[config.mk]
export PLATFORM = sky130hd
export DESIGN_NAME = hazard_mc
export DESIGN_NICKNAME = d
export VERILOG_FILES = /design/src/rtl/hazard_mc.sv
export SDC_FILE = /design/constraint.sdc
export NUM_CORES = 1
export LEC_CHECK = 0
export ABC_AREA = 1
export BUFFER_PORTS_ARGS = -buffer_cell sky130_fd_sc_hd__buf_2
export CORE_MARGIN = 5
export CORE_UTILIZATION = 35
export CTS_CLUSTER_SIZE = 14
export DETAILED_ROUTE_END_ITERATION = 10
export PLACE_DENSITY = 0.74
export SLEW_MARGIN = 15
export SYNTH_ARGS = -nofsm -noshare
export SYNTH_HDL_FRONTEND = slang
export SYNTH_SLANG_ARGS = --single-unit
[constraint.sdc]
create_clock -name clk -period 1.5 [get_ports clk]
set_input_delay 0.15 -clock clk [delete_from_list [all_inputs] [get_ports clk]]
set_output_delay 0.15 -clock clk [all_outputs]
set_load 0.03 [all_outputs]
[src/rtl/hazard_mc.sv]
// Pipeline hazard unit: EX-stage operand forwarding, decode load-use stall, branch flush and
// multicycle-execute stall. Optional stall performance counter is enabled by HAZARD_PERF_EN.
module hazard_mc #(
  parameter int REG_AW = 4,
  parameter int MC_LAT = 4,
  parameter int MC_W   = 3,
  parameter int PERF_W = 16
) (
  input  logic              clk,
  input  logic              reset,
  input  logic [REG_AW-1:0] RA1D,
  input  logic [REG_AW-1:0] RA2D,
  input  logic [REG_AW-1:0] RA1E,
  input  logic [REG_AW-1:0] RA2E,
  input  logic [REG_AW-1:0] WA3E,
  input  logic [REG_AW-1:0] WA3M,
  input  logic [REG_AW-1:0] WA3W,
  input  logic              RegWriteM,
  input  logic              RegWriteW,
  input  logic              MemtoRegE,
  input  logic              BranchTakenE,
  input  logic              MultStartE,
  output logic [1:0]        ForwardAE,
  output logic [1:0]        ForwardBE,
  output logic              StallF,
  output logic              StallD,
  output logic              StallE,
  output logic              FlushD,
  output logic              FlushE,
  output logic              McBusy,
  output logic [PERF_W-1:0] StallCnt
);

  localparam logic [REG_AW-1:0] PC_ADDR = '1;
  localparam logic [1:0]        FWD_RF  = 2'b00;
  localparam logic [1:0]        FWD_W   = 2'b01;
  localparam logic [1:0]        FWD_M   = 2'b10;

  localparam logic [0:0]        S_IDLE  = 1'b0;
  localparam logic [0:0]        S_BUSY  = 1'b1;

  localparam logic [MC_W-1:0]   MC_INIT = MC_W'(MC_LAT - 1);
  localparam logic [MC_W-1:0]   MC_ONE  = MC_W'(1);

  // ---------------------------------------------------------------------------
  // Forwarding: the PC is never forwarded because reads of it come from fetch.
  // ---------------------------------------------------------------------------
  function automatic logic [1:0] fwd_sel(
    input logic [REG_AW-1:0] ra,
    input logic              rw_m,
    input logic [REG_AW-1:0] wa_m,
    input logic              rw_w,
    input logic [REG_AW-1:0] wa_w
  );
    logic [1:0] sel;
    sel = FWD_RF;
    if (ra != PC_ADDR) begin
      if (rw_m && (wa_m == ra))      sel = FWD_M;
      else if (rw_w && (wa_w == ra)) sel = FWD_W;
    end
    return sel;
  endfunction

  always_comb begin
    ForwardAE = fwd_sel(RA1E, RegWriteM, WA3M, RegWriteW, WA3W);
    ForwardBE = fwd_sel(RA2E, RegWriteM, WA3M, RegWriteW, WA3W);
  end

  // ---------------------------------------------------------------------------
  // Load-use detection in decode
  // ---------------------------------------------------------------------------
  logic ldr_stall;

  always_comb begin
    ldr_stall = MemtoRegE && ((WA3E == RA1D) || (WA3E == RA2D));
  end

  // ---------------------------------------------------------------------------
  // Multicycle FSM. The start cycle stalls from IDLE; BUSY then counts down so
  // the op holds Execute for MC_LAT cycles with MC_LAT-1 stall cycles in total.
  // ---------------------------------------------------------------------------
  logic [0:0]      state_q, state_d;
  logic [MC_W-1:0] mc_cnt_q, mc_cnt_d;
  logic            mc_stall;
  logic            mc_busy;

  always_comb begin
    state_d  = state_q;
    mc_cnt_d = mc_cnt_q;
    mc_stall = 1'b0;
    mc_busy  = 1'b0;
    case (state_q)
      S_IDLE: begin
        if (MultStartE && !BranchTakenE) begin
          mc_stall = 1'b1;
          mc_cnt_d = MC_INIT;
          state_d  = S_BUSY;
        end
      end
      S_BUSY: begin
        mc_busy  = 1'b1;
        mc_stall = (mc_cnt_q > MC_ONE);
        // A count at or below one retires the op; a stray zero cannot wrap.
        if (mc_cnt_q <= MC_ONE) begin
          mc_cnt_d = '0;
          state_d  = S_IDLE;
        end else begin
          mc_cnt_d = mc_cnt_q - MC_ONE;
        end
      end
      default: begin
        mc_cnt_d = '0;
        state_d  = S_IDLE;
      end
    endcase
  end

  always_ff @(posedge clk) begin
    if (reset) begin
      state_q  <= S_IDLE;
      mc_cnt_q <= '0;
    end else begin
      state_q  <= state_d;
      mc_cnt_q <= mc_cnt_d;
    end
  end

  // ---------------------------------------------------------------------------
  // Pipeline control. A stalled D/E register holds its instruction and is
  // never bubbled; the load-use bubble lands on the first unstalled cycle.
  // ---------------------------------------------------------------------------
  logic stall_fd;

  always_comb begin
    stall_fd = ldr_stall || mc_stall;
    StallF   = stall_fd;
    StallD   = stall_fd;
    StallE   = mc_stall;
    FlushD   = BranchTakenE && !mc_stall;
    FlushE   = (ldr_stall || BranchTakenE) && !mc_stall;
    McBusy   = mc_busy;
  end

  // ---------------------------------------------------------------------------
  // Stall performance counter (saturating)
  // ---------------------------------------------------------------------------
`ifdef HAZARD_PERF_EN
  logic [PERF_W-1:0] stall_cnt_q, stall_cnt_d;

  always_comb begin
    stall_cnt_d = stall_cnt_q;
    if (stall_fd && (stall_cnt_q != {PERF_W{1'b1}})) begin
      stall_cnt_d = stall_cnt_q + PERF_W'(1);
    end
  end

  always_ff @(posedge clk) begin
    if (reset) stall_cnt_q <= '0;
    else       stall_cnt_q <= stall_cnt_d;
  end

  assign StallCnt = stall_cnt_q;
`else
  assign StallCnt = '0;
`endif

endmodule

# == Word-level counts from Yosys, hierarchy flattened ==
# Index checks and enable logic that the tools add are counted.
# word_totals
reg_bits,4
out_inout_bits,26
wordCells,42
# classes
add_sub_neg,1
magnitude_cmp,2
eq_ne,9
mux,14
bitwise_logic,1
reduce_logical,13
# ops
op,count
4-bit equality test,6
1-bit logical AND,8
2-bit two-way mux,4
"4-bit != test, second input constant",2
3-bit two-way mux,2
3-bit one-hot mux with 2 select lines,1
1-bit two-way mux,5
1-bit one-hot mux with 2 select lines,2
"3-bit by 1-bit > comparator with 1-bit output, second input constant",1
"3-bit by 1-bit <= comparator with 1-bit output, second input constant",1
1-bit logical OR,3
"3-bit by 1-bit subtractor with 3-bit output, second input constant",1
1-bit zero test,2
"2-bit != test, second input constant",1
1-bit NOT,1

# == Longest topological paths before layout ==
# logic_depth
word_depth,6
mapped_depth,9

# == Least setup slack after synthesis ==
# No wires, ideal clock.
# synth_path
path_type,flip-flop to output port
start,register mc_cnt_q[1]
end,output StallF
t_arrival_ns,1.352
slack_ns,-0.002
path_stages_with_launch,8
n_path_buf,1
path_cell_list,dfxtp_1 -> inv_1 -> ha_1 -> o21bai_1 -> nand3_1 -> nand2_1 -> nand2_1 -> buf_4
# synth_between
elab_chain_len,3
# synth_lines
element,line_no,rtl
from (decl),83,"logic [MC_W-1:0] mc_cnt_q, mc_cnt_d;"
from (signal assigned),124,mc_cnt_q <= mc_cnt_d;
3-bit by 1-bit > comparator with 1-bit output,102,mc_stall = (mc_cnt_q > MC_ONE);
1-bit one-hot mux with 2 select lines,92,case (state_q)
1-bit logical OR,135,stall_fd = ldr_stall || mc_stall;
to (decl),25,"output logic StallF,"
# Every way passes these cells.

# == Worst setup path in the final report ==
# layout_path
start,register mc_cnt_q[1]
end,output FlushE
# layout_between
elab_chain_len,4
# layout_lines
element,line_no,rtl
3-bit by 1-bit > comparator with 1-bit output,102,
1-bit one-hot mux with 2 select lines,92,
1-bit zero test,140,FlushE = (ldr_stall || BranchTakenE) && !mc_stall;
1-bit logical AND,140,
to (decl),29,"output logic FlushE,"
# Every way passes these cells.

==> results.cfg <==
[timing]
setup_slack_ns = 0.0009986
period_needed_ns = 1.499
finalHoldViolations = 0
rsz0062_at_grt = yes
finalSetupTns_ns = 0
setup_viol = 0
finClkSkew_ns = 0.005844
fin_crit_sh = 0.9993
fmax_mhz = 667.1
final_max_slew_viol_count = 0

[die]
fp.dieH_um = 58.21
core-area_mm2 = 0.002212
row_count = 17
start_util = 0.3676
io_pins = 61
die_x_um = 58.21
die_area_mm2 = 0.003388

[worst_setup_path]
arrival_ns = 1.35
rr_startpoint = mc_cnt_q[1]
required_ns = 1.35
regToRegSetupSlack_ns = 0.02
cpPeakStageDelay_ns = 0.33
critPathSlowestCell = dfxtp_2
critPathMaxFanout = 5
crit_chain = inv_2, ha_4, o21bai_4, nand3_2, nand2_4, nand2_4, nand2_2, buf_6
cp-start-kind = flop
reg2reg_to = mc_cnt_q[2]
crit_top_cell = nand2_4
end_kind = output pin
worstSetupPathType = reg -> out
ff2ff_path_depth = 9

[power]
vdd_ir_drop_max_v = 0.0005432
p_sw_uw = 318.8
comb_power_share = 0.629
power.density_mw_per_mm2 = 597.1
p_int_uw = 394.7
p_leak_nw = 0.7472
swShare = 0.4468
seqPwrFrac = 0.183
clkPwrFrac = 0.188

[logic_synthesis]
synth_top_family_by_area = simple AND/OR/NAND/NOR gates
synth_xor_area_frac = 0.07538
synth_area_leader_cell = nand2_1
synth-adder-area-share = 0.03077
synth_area_leaders = nand2_1 (24%), buf_4 (16%), inv_1 (14%)
yosys.area_share.simple = 0.4169
syn_avg_cell_area_um2 = 5.316
yosysSeqAreaShare = 0.09846
ys_ff_latch = 4
synthArstFlopShare = 0
syn-cell-area_um2 = 813.3
yosys_most_used_dff = dfxtp_1
synth_cell_type_count = 19
synth_top_area_frac = 0.2354
ys_warn_count = 0
synth_compound_area_frac = 0.07846
synth_edf_count = 0
syn_inst = 153
synth_mux_area_frac = 0

[place]
portBuffers = 44
dpl_cell_area_um2 = 999.7
dpl_worst_slack_ns = 0.08177
dp_hpwl_um = 1678
place.gp.congestion = 0.8189

[min_path]
hold_start = reset
hold_depth = 2
whs_endpoint = mc_cnt_q[2]
hold_path_class = in -> reg

[clock_tree]
numCtsBuffers = 3
clock_latency_ns = 0.23
cts_hold_buf = 0
cts-root-buf = clkbuf_4
cts_sinks = 4
htreeDepth = 1
clock_path_buffers = 2
cts_tree = yes
clk_pin_slew_ns = 0.04

[job]
drv_cap = 0

[run_status]
status = finished, final reports clean

[grt]
grt_use_met3 = 0.01782
grt_pass1_wl_um = 3236
busiest_layer = met2
overflow = 0
grt_pass1_vias = 878
grtUsageMet1 = 0.1229
grt_max_degree = 7
antenna_found_initial = 0
gr-usage-met2 = 0.2323
grtUsageTotal = 0.1159

[routing]
drtIter0Drc = 26
ant_nets = 0
drcViolationCount = 0
viasPerCell = 4.154
vias = 972
wirelength_um = 2147
drtPass1Iterations = 4
wire_per_inst_um = 9.175

[finish]
fin_area_mm2 = 0.001195
fillers = 233
synthToLayoutAreaGrowth_pct = 46.92
nets = 245
diodes = 0
drive_above_1_share = 0.3544
## cells in the mapped netlist, drive strengths merged, types with 4 or more instances
library cell,instances
inv,30
nand3,4
nand2,51
dfxtp,4
buf,17
o21ai,5
nand4,4
xor2,5
a21oi,5
nor2,15
## layout make-up
class	count	area (um^2)	area share
inverters	30	112.6	0.09424
multi-input cells	117	623.1	0.5215
clock buffers	3	22.52	0.01885
flip-flops and latches	4	86.33	0.07225
repair buffers	52	315.3	0.2639
well taps	28	35.03	0.02932
## critical path: cells and delay by family, from the launching register on
kind                     cells  cell delay (ns)
AO/OA/AOI/OAI                1             0.17
adder cells (fa/ha/maj)      1             0.14
buffers and inverters        2             0.18
AND/OR/NAND/NOR              4             0.30
flip-flops                   1             0.33
## state kept, by name, summed over array words and instances (netlist names)
| signal | count |
|---|---|
| mc_cnt_q | 3 |
| state_q | 1 |
## layer usage
metal,wire length [um],part of all wire
met1,803,0.37
met2,1039,0.48
met3,304,0.14
met4,0,0
met5,0,0
## metrics by stage
stage               cells  total power [mW]    util  hold WS [ns]
finish                234            0.7134  0.5402        0.1122
global route          234            0.7718  0.5402        0.1166
CTS                   233            0.6603  0.5136        0.1064
detailed placement    223            0.4573  0.4519        0.3451
global placement      223            0.4563  0.4519        0.3402
floorplan             168            0.3904       -        0.2191
## power by group through the flow
stage                     Clock, mW  Combinational (mW)  Sequential [mW]
after global routing          0.142               0.498            0.132
after floorplan                   0               0.259            0.131
after CTS                     0.136               0.395            0.129
after detailed placement          0               0.328            0.129
final                         0.134               0.449            0.130
after global placement            0               0.328            0.129
## what timing repair did
item | CTS | global route
setup endpoints to repair | 5 | 7
gates resized for setup | 16 | 19
pin swaps | 5 | 9
setup buffers | 7 | 2
## worst max-delay path by stage
stage	start	end	slack, ns	depth (start not counted)
detailed placement	mc_cnt_q[0]	FlushE	0.08	7
CTS	mc_cnt_q[1]	FlushE	-0.003	8
global placement	mc_cnt_q[1]	FlushE	0.12	8
floorplan	mc_cnt_q[1]	StallF	0.1	7
finish	mc_cnt_q[1]	FlushE	0.001	8
global route	mc_cnt_q[1]	FlushE	-0.06	8
## cells in the final DEF, fill, tap and decap left out
| cell type | synthesis | routed |
|---|---|---|
| or2_0 | 2 | 2 |
| inv_2 | 0 | 2 |
| nand2_4 | 0 | 2 |
| conb_1 | 1 | 16 |
| buf_2 | 0 | 39 |
| nand4_1 | 4 | 4 |
| o22ai_1 | 1 | 1 |
| buf_4 | 17 | 7 |
| nor2_1 | 15 | 15 |
| nand2_2 | 0 | 2 |
| inv_1 | 30 | 28 |
| nor3_2 | 2 | 2 |
| dfxtp_1 | 4 | 1 |
| dfxtp_4 | 0 | 1 |
| nand2_1 | 51 | 47 |
| nand3_1 | 4 | 2 |
| dfxtp_2 | 0 | 2 |
| clkbuf_4 | 0 | 3 |
| and3_1 | 1 | 1 |
| o21ai_0 | 5 | 4 |
| nor3b_1 | 1 | 1 |
| buf_6 | 0 | 6 |
| o21ai_2 | 0 | 1 |
| xnor2_1 | 2 | 2 |
| a21oi_2 | 0 | 1 |
| ha_4 | 0 | 2 |
| a21oi_1 | 5 | 4 |
| xor2_1 | 5 | 5 |
| o21bai_4 | 0 | 1 |
| nand3_2 | 0 | 2 |
## cells by family after synthesis
| kind of cell | after synthesis |
|---|---|
| compound gates | 12 |
| flops | 4 |
| fa+ha+maj | 2 |
| buf+inv | 47 |
| other cells | 1 |
| xor+xnor | 7 |
| simple gates | 80 |
Power figures use the tool's default switching activity.
